==> src/rtl/mips_mc_controller.sv <==
// Multicycle MIPS control FSM: fetch/decode/execute sequencing with
// memory-ready stalls. Inputs Op/Funct/Zero/MemReady; outputs the
// datapath controls, PCEn, ALUControl, Illegal pulse and State code.
module mips_mc_controller (
  input  logic       clk,
  input  logic       reset_n,
  input  logic [5:0] Op,
  input  logic [5:0] Funct,
  input  logic       Zero,
  input  logic       MemReady,
  output logic       IorD,
  output logic       MemWrite,
  output logic       IRWrite,
  output logic       RegDst,
  output logic       MemtoReg,
  output logic       RegWrite,
  output logic       ALUSrcA,
  output logic [1:0] ALUSrcB,
  output logic [1:0] PCSrc,
  output logic       PCEn,
  output logic [2:0] ALUControl,
  output logic       Illegal,
  output logic [3:0] State
);

  typedef enum logic [3:0] {
    FETCH    = 4'd0,
    DECODE   = 4'd1,
    MEMADR   = 4'd2,
    MEMREAD  = 4'd3,
    MEMWB    = 4'd4,
    MEMWRITE = 4'd5,
    EXECUTE  = 4'd6,
    ALUWB    = 4'd7,
    BRANCH   = 4'd8,
    ADDIEX   = 4'd9,
    ADDIWB   = 4'd10,
    JUMP     = 4'd11
  } state_t;

  localparam logic [2:0] ALU_AND = 3'b000;
  localparam logic [2:0] ALU_OR  = 3'b001;
  localparam logic [2:0] ALU_ADD = 3'b010;
  localparam logic [2:0] ALU_SUB = 3'b110;
  localparam logic [2:0] ALU_SLT = 3'b111;

  state_t     state;
  state_t     state_nx;
  logic       pc_write;
  logic       branch;
  logic [2:0] fn_alu;
  logic       fn_ok;

  always_ff @(posedge clk) begin
    if (!reset_n) state <= FETCH;
    else          state <= state_nx;
  end

  assign State = state;
  assign PCEn  = pc_write | (branch & Zero);

  always_comb begin
    fn_alu = ALU_ADD;
    fn_ok  = 1'b1;
    case (Funct)
      6'b100000: fn_alu = ALU_ADD;
      6'b100010: fn_alu = ALU_SUB;
      6'b100100: fn_alu = ALU_AND;
      6'b100101: fn_alu = ALU_OR;
      6'b101010: fn_alu = ALU_SLT;
      default:   fn_ok  = 1'b0;
    endcase
  end

  always_comb begin
    state_nx   = FETCH;
    IorD       = 1'b0;
    MemWrite   = 1'b0;
    IRWrite    = 1'b0;
    RegDst     = 1'b0;
    MemtoReg   = 1'b0;
    RegWrite   = 1'b0;
    ALUSrcA    = 1'b0;
    ALUSrcB    = 2'b00;
    PCSrc      = 2'b00;
    ALUControl = ALU_ADD;
    Illegal    = 1'b0;
    pc_write   = 1'b0;
    branch     = 1'b0;
    unique case (state)
      FETCH: begin
        ALUSrcB  = 2'b01;
        IRWrite  = MemReady;
        pc_write = MemReady;
        state_nx = MemReady ? DECODE : FETCH;
      end
      DECODE: begin
        ALUSrcB = 2'b11;
        case (Op)
          6'b100011,
          6'b101011: state_nx = MEMADR;
          6'b000000: state_nx = EXECUTE;
          6'b000100: state_nx = BRANCH;
          6'b001000: state_nx = ADDIEX;
          6'b000010: state_nx = JUMP;
          default:   Illegal  = 1'b1;
        endcase
      end
      MEMADR: begin
        ALUSrcA  = 1'b1;
        ALUSrcB  = 2'b10;
        state_nx = (Op == 6'b100011) ? MEMREAD : MEMWRITE;
      end
      MEMREAD: begin
        IorD     = 1'b1;
        state_nx = MemReady ? MEMWB : MEMREAD;
      end
      MEMWB: begin
        MemtoReg = 1'b1;
        RegWrite = 1'b1;
      end
      MEMWRITE: begin
        IorD     = 1'b1;
        MemWrite = 1'b1;
        state_nx = MemReady ? FETCH : MEMWRITE;
      end
      EXECUTE: begin
        ALUSrcA    = 1'b1;
        ALUControl = fn_alu;
        Illegal    = ~fn_ok;
        state_nx   = fn_ok ? ALUWB : FETCH;
      end
      ALUWB: begin
        RegDst     = 1'b1;
        RegWrite   = 1'b1;
        ALUControl = fn_alu;
      end
      BRANCH: begin
        ALUSrcA    = 1'b1;
        ALUControl = ALU_SUB;
        PCSrc      = 2'b01;
        branch     = 1'b1;
      end
      ADDIEX: begin
        ALUSrcA  = 1'b1;
        ALUSrcB  = 2'b10;
        state_nx = ADDIWB;
      end
      ADDIWB: begin
        RegWrite = 1'b1;
      end
      JUMP: begin
        PCSrc    = 2'b10;
        pc_write = 1'b1;
      end
      default: state_nx = FETCH;
    endcase
  end

endmodule

==> config.mk <==
export PLATFORM = sky130hd
export DESIGN_NAME = mips_mc_controller
export DESIGN_NICKNAME = d
export VERILOG_FILES = /design/src/rtl/mips_mc_controller.sv
export SDC_FILE = /design/constraint.sdc
export NUM_CORES = 1
export LEC_CHECK = 0
export ABC_CLOCK_PERIOD_IN_PS = 2250
export BUFFER_PORTS_ARGS = -buffer_cell sky130_fd_sc_hd__buf_4
export CAP_MARGIN = 10
export CORE_AREA = 2 2 39 41
export CTS_BUF_LIST = sky130_fd_sc_hd__clkbuf_8
export CTS_CLUSTER_SIZE = 12
export DETAILED_ROUTE_END_ITERATION = 12
export DIE_AREA = 0 0 41 43
export GPL_TIMING_DRIVEN = 0
export PLACE_DENSITY_LB_ADDON = 0.05
export REMOVE_ABC_BUFFERS = 1
export SLEW_MARGIN = 40
export SYNTH_ARGS = -nofsm -noshare
export SYNTH_HDL_FRONTEND = slang
export SYNTH_SLANG_ARGS = --single-unit
==> constraint.sdc <==
create_clock -name clk -period 2.25 [get_ports clk]
set_clock_uncertainty 0.1 [all_clocks]
set_input_delay 0.1125 -clock clk [delete_from_list [all_inputs] [get_ports clk]]
set_output_delay 0.1125 -clock clk [all_outputs]
set_load 0.005 [all_outputs]
==> metrics.md, run 1 <==
| Metric | Value |
|---|---|
| Post-layout min period | 1812 ps |
| Post-cts sizing count | 0 |
| Pwr/cell area | 355.6 nW/um2 |
| Number of synthesized flops with an enable pin | 0 |
| Row count | 14 |
| Latest clock arrival within the worst-skew pair | 220 ps |
| Crit. End Element | output port |
| Final hold vios | 0 |
| Antenna Cells | 0 |
| Total GRT Usage | 21.10% |
| Simple-gate share of the synthesized area | 40.26% |
| I/O pin count | 36 |
| Hold EP | State[3] |
| Filler Cell Count | 150 |
| Worst setup SP type | flop |
| Sink Count | 4 |
| FF+latch count, synth | 4 |
| Post-Route WL | 1643 um |
| Register cell area after layout | 80.08 um2 |
| Count of buffers from port buffering | 35 |
| CTS buffer count | 3 |
| Critical path class | flop to output port |
| Crit path depth | 4 |
| Critical path's top delay family | flip-flops |
| Worst Path Buf+Inv | 1 |
| Largest net degree at the start of global routing | 18 |
| Setup TNS | 0 ps |
| Slew @ Worst Pin | 583.6 ps |
| Max reg flops | 4 |
| Post-DP HPWL | 1248 um |
| Cell variety after synth | 36 |
| CTS HTree Levels | 1 |
| Synth Area in Compound Gates | 31.17% |
| Final Power | 0.3075 mW |
| Fmax | 551.9 MHz |
| Worst-case reg-to-reg path depth | 4 |
| Share of layout cells above drive strength 1 | 37.93% |
| Syn Area/Cell | 6.965 um2 |
| Footprint of the multi-input gates | 449.2 um2 |
| Die Height | 43 um |
| Reg2Reg Setup Slack | 560 ps |
| Predominant post-synthesis flop cell | dfxtp_1 |
| Post-synth top area share | 13.85% |
| TritonCTS clock tree | yes |
| Max transition margin | 61.04% |
| Largest family of logic cells by synthesized area | simple AND/OR/NAND/NOR gates |
| Register area share after synthesis | 13.85% |
| CP max FO | 13 |
| Outcome | complete, no violations |
| Drt via density | 5.561 |
| Vias in the first global route | 635 |
| Most common cell in the netlist | nor2_1 |
| Global-route wire length before repair | 2622 um |
| DR pass1 iterations | 4 |
| P_leak | 0.3766 nW |
| Final Setup Violations | 0 |
| Top cells by count, synth | nor2_1, nor3_1, a21oi_1, nand2_1, nand2b_1 |
| Root Driver | clkbuf_8 |
| Max-cap viol count | 0 |
| Worst path slowest cell | dfxtp_1 |
| Congestion Overflow GR | 0 |
| Worst Hold Depth | 3 |
| Postcts setup bufs | 0 |
| DR vias | 734 |
| Fin nets | 134 |
| Initial Util | 41.77% |
| Critical Path RT | 2040 ps |
| Core Region | 1384 um2 |
| CTS clk-pin slew, worst paths | 30 ps |
| Post-route ant nets | 0 |
| Max-slew violation count | 0 |
| Max IR drop VDD | 0.1684 mV |
| Layout area overhead | 49.57% |
| RSZ-0062 raised after global routing | no |
| CP cell instances | nand2b_1, nor3_1, a211o_1, buf_4 |
| Post-Synth XOR/XNOR Area | 4.545% |
| Critical path arrival | 1600 ps |
| Synth async-reset ratio | 0% |
| Number of DRC markers in iteration 0 | 11 |
| RR Startpoint | State[0] |
| Mux cell area share after synthesis | 1.732% |
| Largest cells by area after synthesis | dfxtp_1, nor2_1, nor3_1, nand2b_1, a21oi_1 |
| Hold_sp | reset_n |
| Hold buffers post-CTS | 0 |
| Ys Warns | 0 |
| Initial antenna violation count | 0 |
| DRC | 0 |
| Post-Syn Area | 578.1 um2 |
| Area leader, netlist | dfxtp_1 |
| Routed len/inst | 12.45 um |
| CTS Buffer Depth | 2 |
| Hold Path Class | input port to flop |
| Largest stage delay on the critical path | 590 ps |
| Reg2reg end | State[1] |
| Routability Congestion | 0.8033 |
| Mapped Cells | 83 |
| Total die area | 1763 um2 |
| Tcrit/Tclk final | 80.52% |
| Synth Area in Adders | 0% |
| Die width | 41 um |
[cells by family (layout without fill, tap and decap cells)]
kind of cell / count (synthesis) / count (layout)
xor+xnor: 3 / 3
buf+inv: 8 / 41
flops: 4 / 4
compound gates: 26 / 26
mux: 1 / 1
simple gates: 41 / 41
[how the worst max path moves through the flow]
stage              from  slack, ps        to
6_report       State[2]        440      PCEn
5_1_grt        State[2]        360      PCEn
4_1_cts        State[2]        440      PCEn
3_5_place_dp   State[0]        570  State[1]
3_3_place_gp   State[0]        580  State[1]
2_1_floorplan  State[0]        750  State[1]
[routing by layer]
| metal | track usage, % | up-vias | wire length [um] |
|---|---|---|---|
| met1 | 27.62 | 332 | 785 |
| li1 | - | 375 | - |
| met4 | 10.00 | 0 | 26 |
| met3 | 1.571 | 4 | 80 |
| met5 | 0 | - | 0 |
| met2 | 33.13 | 23 | 750 |
[layout make-up]
type	instances	area share, %
inverters	3	1.302
multi-input cells	71	51.95
well taps	16	2.315
flip-flops and latches	4	9.262
repair buffers	35	30.39
clock buffers	3	4.776
[layout by cell type (no fill, tap or decap)]
master     Yosys  routed
buf_4          0      35
nor2_1        10      10
nor3_1         7       7
nand2b_1       5       5
nand2_1        5       5
a21oi_1        5       5
dfxtp_1        4       4
o21ai_0        4       4
inv_1          3       3
clkbuf_8       0       3
xor2_1         2       2
nor2b_1        2       2
nand4_1        2       2
a32oi_1        2       2
and3_1         2       2
o21ai_1        2       2
o211ai_1       2       2
a211o_1        2       2
a31oi_1        2       2
and3_2         1       1
nand2b_2       1       1
and2_1         1       1
o21bai_1       1       1
o221a_2        1       1
nor2b_2        1       1
nor4_1         1       1
o31ai_1        1       1
o22ai_1        1       1
nor4_4         1       1
or2b_1         1       1
a21boi_1       1       1
or3_1          1       1
mux2i_1        1       1
a2111oi_2      1       1
xnor2_1        1       1
a22oi_1        1       1
[where the power goes]
group / internal, mW / total, mW / switching [mW]
Clock: 0.114 / 0.151 / 0.0366
Combinational: 0.0434 / 0.0779 / 0.0345
Sequential: 0.0730 / 0.0790 / 0.00597
[worst register-to-register path, delay by kind of cell, from the launching register on]
| kind | cells | cell delay [ps] |
|---|---|---|
| and+or+nand+nor | 1 | 290 |
| AOI/OAI and AO/OA | 3 | 600 |
| DFF | 1 | 610 |
[per-stage QoR]
step | cell area [um2] | util [%] | worst slack [ps] | std cells | hold slack, ps
2_1_floorplan | 540.5 | - | 753.1 | 78 | 153.9
3_3_place_gp | 823.3 | 59.49 | 582.1 | 129 | 282.7
3_5_place_dp | 823.3 | 59.49 | 571.5 | 129 | 282.6
4_1_cts | 864.6 | 62.48 | 443.4 | 132 | 58.06
5_1_grt | 864.6 | 62.48 | 355.9 | 132 | 72.41
6_report | 864.6 | 62.48 | 438.2 | 132 | 58.93
Power figures use the tool's default switching activity.
==> inputs of run 2 (changes only) <==
ABC_CLOCK_PERIOD_IN_PS = 1740   (was 2250)
CORE_AREA = not set   (was 2 2 39 41)
CORE_UTILIZATION = 43   (was not set)
DIE_AREA = not set   (was 0 0 41 43)
clock period = 1.74 ns   (was 2.25 ns; I/O delays follow)
==> run 2 against run 1 <==
Non-clock buffer count did not move; clock power grew 28%; largest cell class unchanged; sequential cell count unchanged; first-iteration DRC count rose to 2.5 times the previous value; power rose by 29%; via count grew 0.41%; final area increased by 0.29%; global-route usage grew 2.1 points; sequential share of layout area is 0.55 points higher.
==> metrics.md, run 2 (synthesis results as in run 1) <==
| Metric | Value |
|---|---|
| Critical path arrival | 1420 ps (-180 ps) |
| Postcts setup bufs | 0 (unchanged) |
| Congestion Overflow GR | 0 (unchanged) |
| Max-slew violation count | 0 (unchanged) |
| Core Region | 1171 um2 (-15%) |
| Critical Path RT | 1550 ps (-490 ps) |
| Fin nets | 134 (unchanged) |
| DP Cell Count | 127 (-1.6%) |
| Count of buffers from port buffering | 35 (unchanged) |
| Setup TNS | 0 ps (unchanged) |
| Final hold vios | 0 (unchanged) |
| CTS Buffer Depth | 2 (unchanged) |
| Fmax | 621.9 MHz |
| Number of DRC markers in iteration 0 | 28 (+17) |
| TritonCTS clock tree | yes |
| Outcome | complete, no violations |
| Post-layout min period | 1608 ps |
| Worst hold margin | 28.16 ps (-30.77 ps) |
| Latest clock arrival within the worst-skew pair | 220 ps (about the same) |
| Tcrit/Tclk final | 92.42% |
| I/O pin count | 36 (unchanged) |
| CTS buffer count | 3 (unchanged) |
| Post-DP HPWL | 1198 um (-4.0%) |
| Initial antenna violation count | 0 (unchanged) |
| Row count | 12 (-2) |
| P_leak | 0.3785 nW (+0.49%) |
| RSZ-0062 raised after global routing | no |
| Post-route insts no fill | 130 (-1.5%) |
| Worst setup SP type | flop |
| Initial Util | 49.36% (+7.6 points) |
| Routability Congestion | 0.8766 (+9.1%) |
| Routed len/inst | 12.46 um (+0.12%) |
| CTS HTree Levels | 1 (unchanged) |
| Max transition margin | 78.59% (+18 points) |
| Pwr/cell area | 458.6 nW/um2 (+29%) |
| Die width | 38.67 um (-5.7%) |
| Largest net degree at the start of global routing | 18 (unchanged) |
| Total die area | 1495 um2 (-15%) |
| Max reg flops | 4 (unchanged) |
| Commonest non-fill, non-tap cell in the layout | buf_4 |
| CTS clk-pin slew, worst paths | 30 ps (about the same) |
| Hold Path Class | input port to flop |
| CP max FO | 13 (unchanged) |
| Critical path class | flop to output port |
| Final Setup Violations | 0 (unchanged) |
| Max-cap viol count | 0 (unchanged) |
| RR Startpoint | State[0] |
| Crit. End Element | output port |
| Share of layout cells above drive strength 1 | 41.38% (+3.4 points) |
| Die Height | 38.67 um (-10%) |
| DR pass1 iterations | 4 (unchanged) |
| Global-route wire length before repair | 2490 um (-5.0%) |
| Post-route ant nets | 0 (unchanged) |
| Launch point of the worst path | State[2] |
| Layout area overhead | 50.00% |
| Antenna Cells | 0 (unchanged) |
| Root Driver | clkbuf_8 |
| DRC | 0 (unchanged) |
| Slew @ Worst Pin | 318.2 ps (-265.3 ps) |
| Final core occ | 74.04% (+12 points) |
| Vias in the first global route | 620 (-2.4%) |
| Sink Count | 4 (unchanged) |
| Filler Cell Count | 115 (-23%) |
| DR vias | 737 (+0.41%) |
| Max IR drop VDD | 0.3743 mV (+120%) |
| Placement Setup Slack | 82.46 ps (-489.0 ps) |
| Hold_sp | reset_n |
| Drt via density | 5.669 (+2.0%) |
| Post-Route WL | 1620 um (-1.4%) |
| Hold buffers post-CTS | 0 (unchanged) |
| Most frequent cells in the layout | buf_4, nor2_1, nor3_1 |
| Total GRT Usage | 23.22% (+2.1 points) |
| Setup slack after layout | 131.9 ps (-306.3 ps) |
-- run 2: changes by cell type in the layout (fill, tap and decap cells not counted) --
cell,before,now
dfxtp_2,0,4
dfxtp_1,4,0
-- run 2: repair_timing --
action                                  CTS  global route
endpoints found under the setup margin    2             4
gates resized for setup                   2             2
cloned                                    0             0
pin swaps                                 0             0
-- run 2: power breakdown --
part	internal [mW]	switching (mW)	total [mW]
logic	0.0562	0.0454	0.102
clock network	0.147	0.0466	0.194
registers	0.0949	0.00724	0.102
total	0.298	0.0993	0.398
-- run 2: final timing paths --
kind / slack [ps] / endpoint / cells past startpoint
setup / recovery: 130 / PCEn / 4
hold / removal: 30 / State[3] / 3
setup reg to reg: 180 / State[1] / 4
hold reg to reg: 480 / State[3] / 1
-- run 2: cell type report --
cell class / count / area [um2] / share of cell area [%]
inverter: 3 / 11.26 / 1.299
multi-input combinational: 71 / 449.2 / 51.80
tap: 14 / 17.52 / 2.020
sequential: 4 / 85.08 / 9.812
timing repair buffer: 35 / 262.8 / 30.30
clock buffer: 3 / 41.29 / 4.762
-- run 2: critical path, stage by stage, from the launching register on --
cell and delay (ps):
dfxtp_2 460, nand2b_1 220, nor3_1 90, a211o_1 300
buf_4 130
-- run 2: per-stage QoR --
step | power (mW) | instance area, um2
after floorplan | 0.1432 | 540.5
after global placement | 0.2019 | 820.8
after detailed placement | 0.2035 | 820.8
after CTS | 0.4023 | 864.6
after global routing | 0.4197 | 867.1
final | 0.3977 | 867.1
-- run 2: metal layers --
| layer | global-route usage, % | vias to the layer above | part of all wire, % |
|---|---|---|---|
| met2 | 39.58 | 36 | 51 |
| met1 | 29.83 | 328 | 43 |
| li1 | - | 373 | - |
| met5 | 0 | - | 0 |
| met4 | 6.034 | 0 | 0 |
| met3 | 3.468 | 0 | 5.8 |
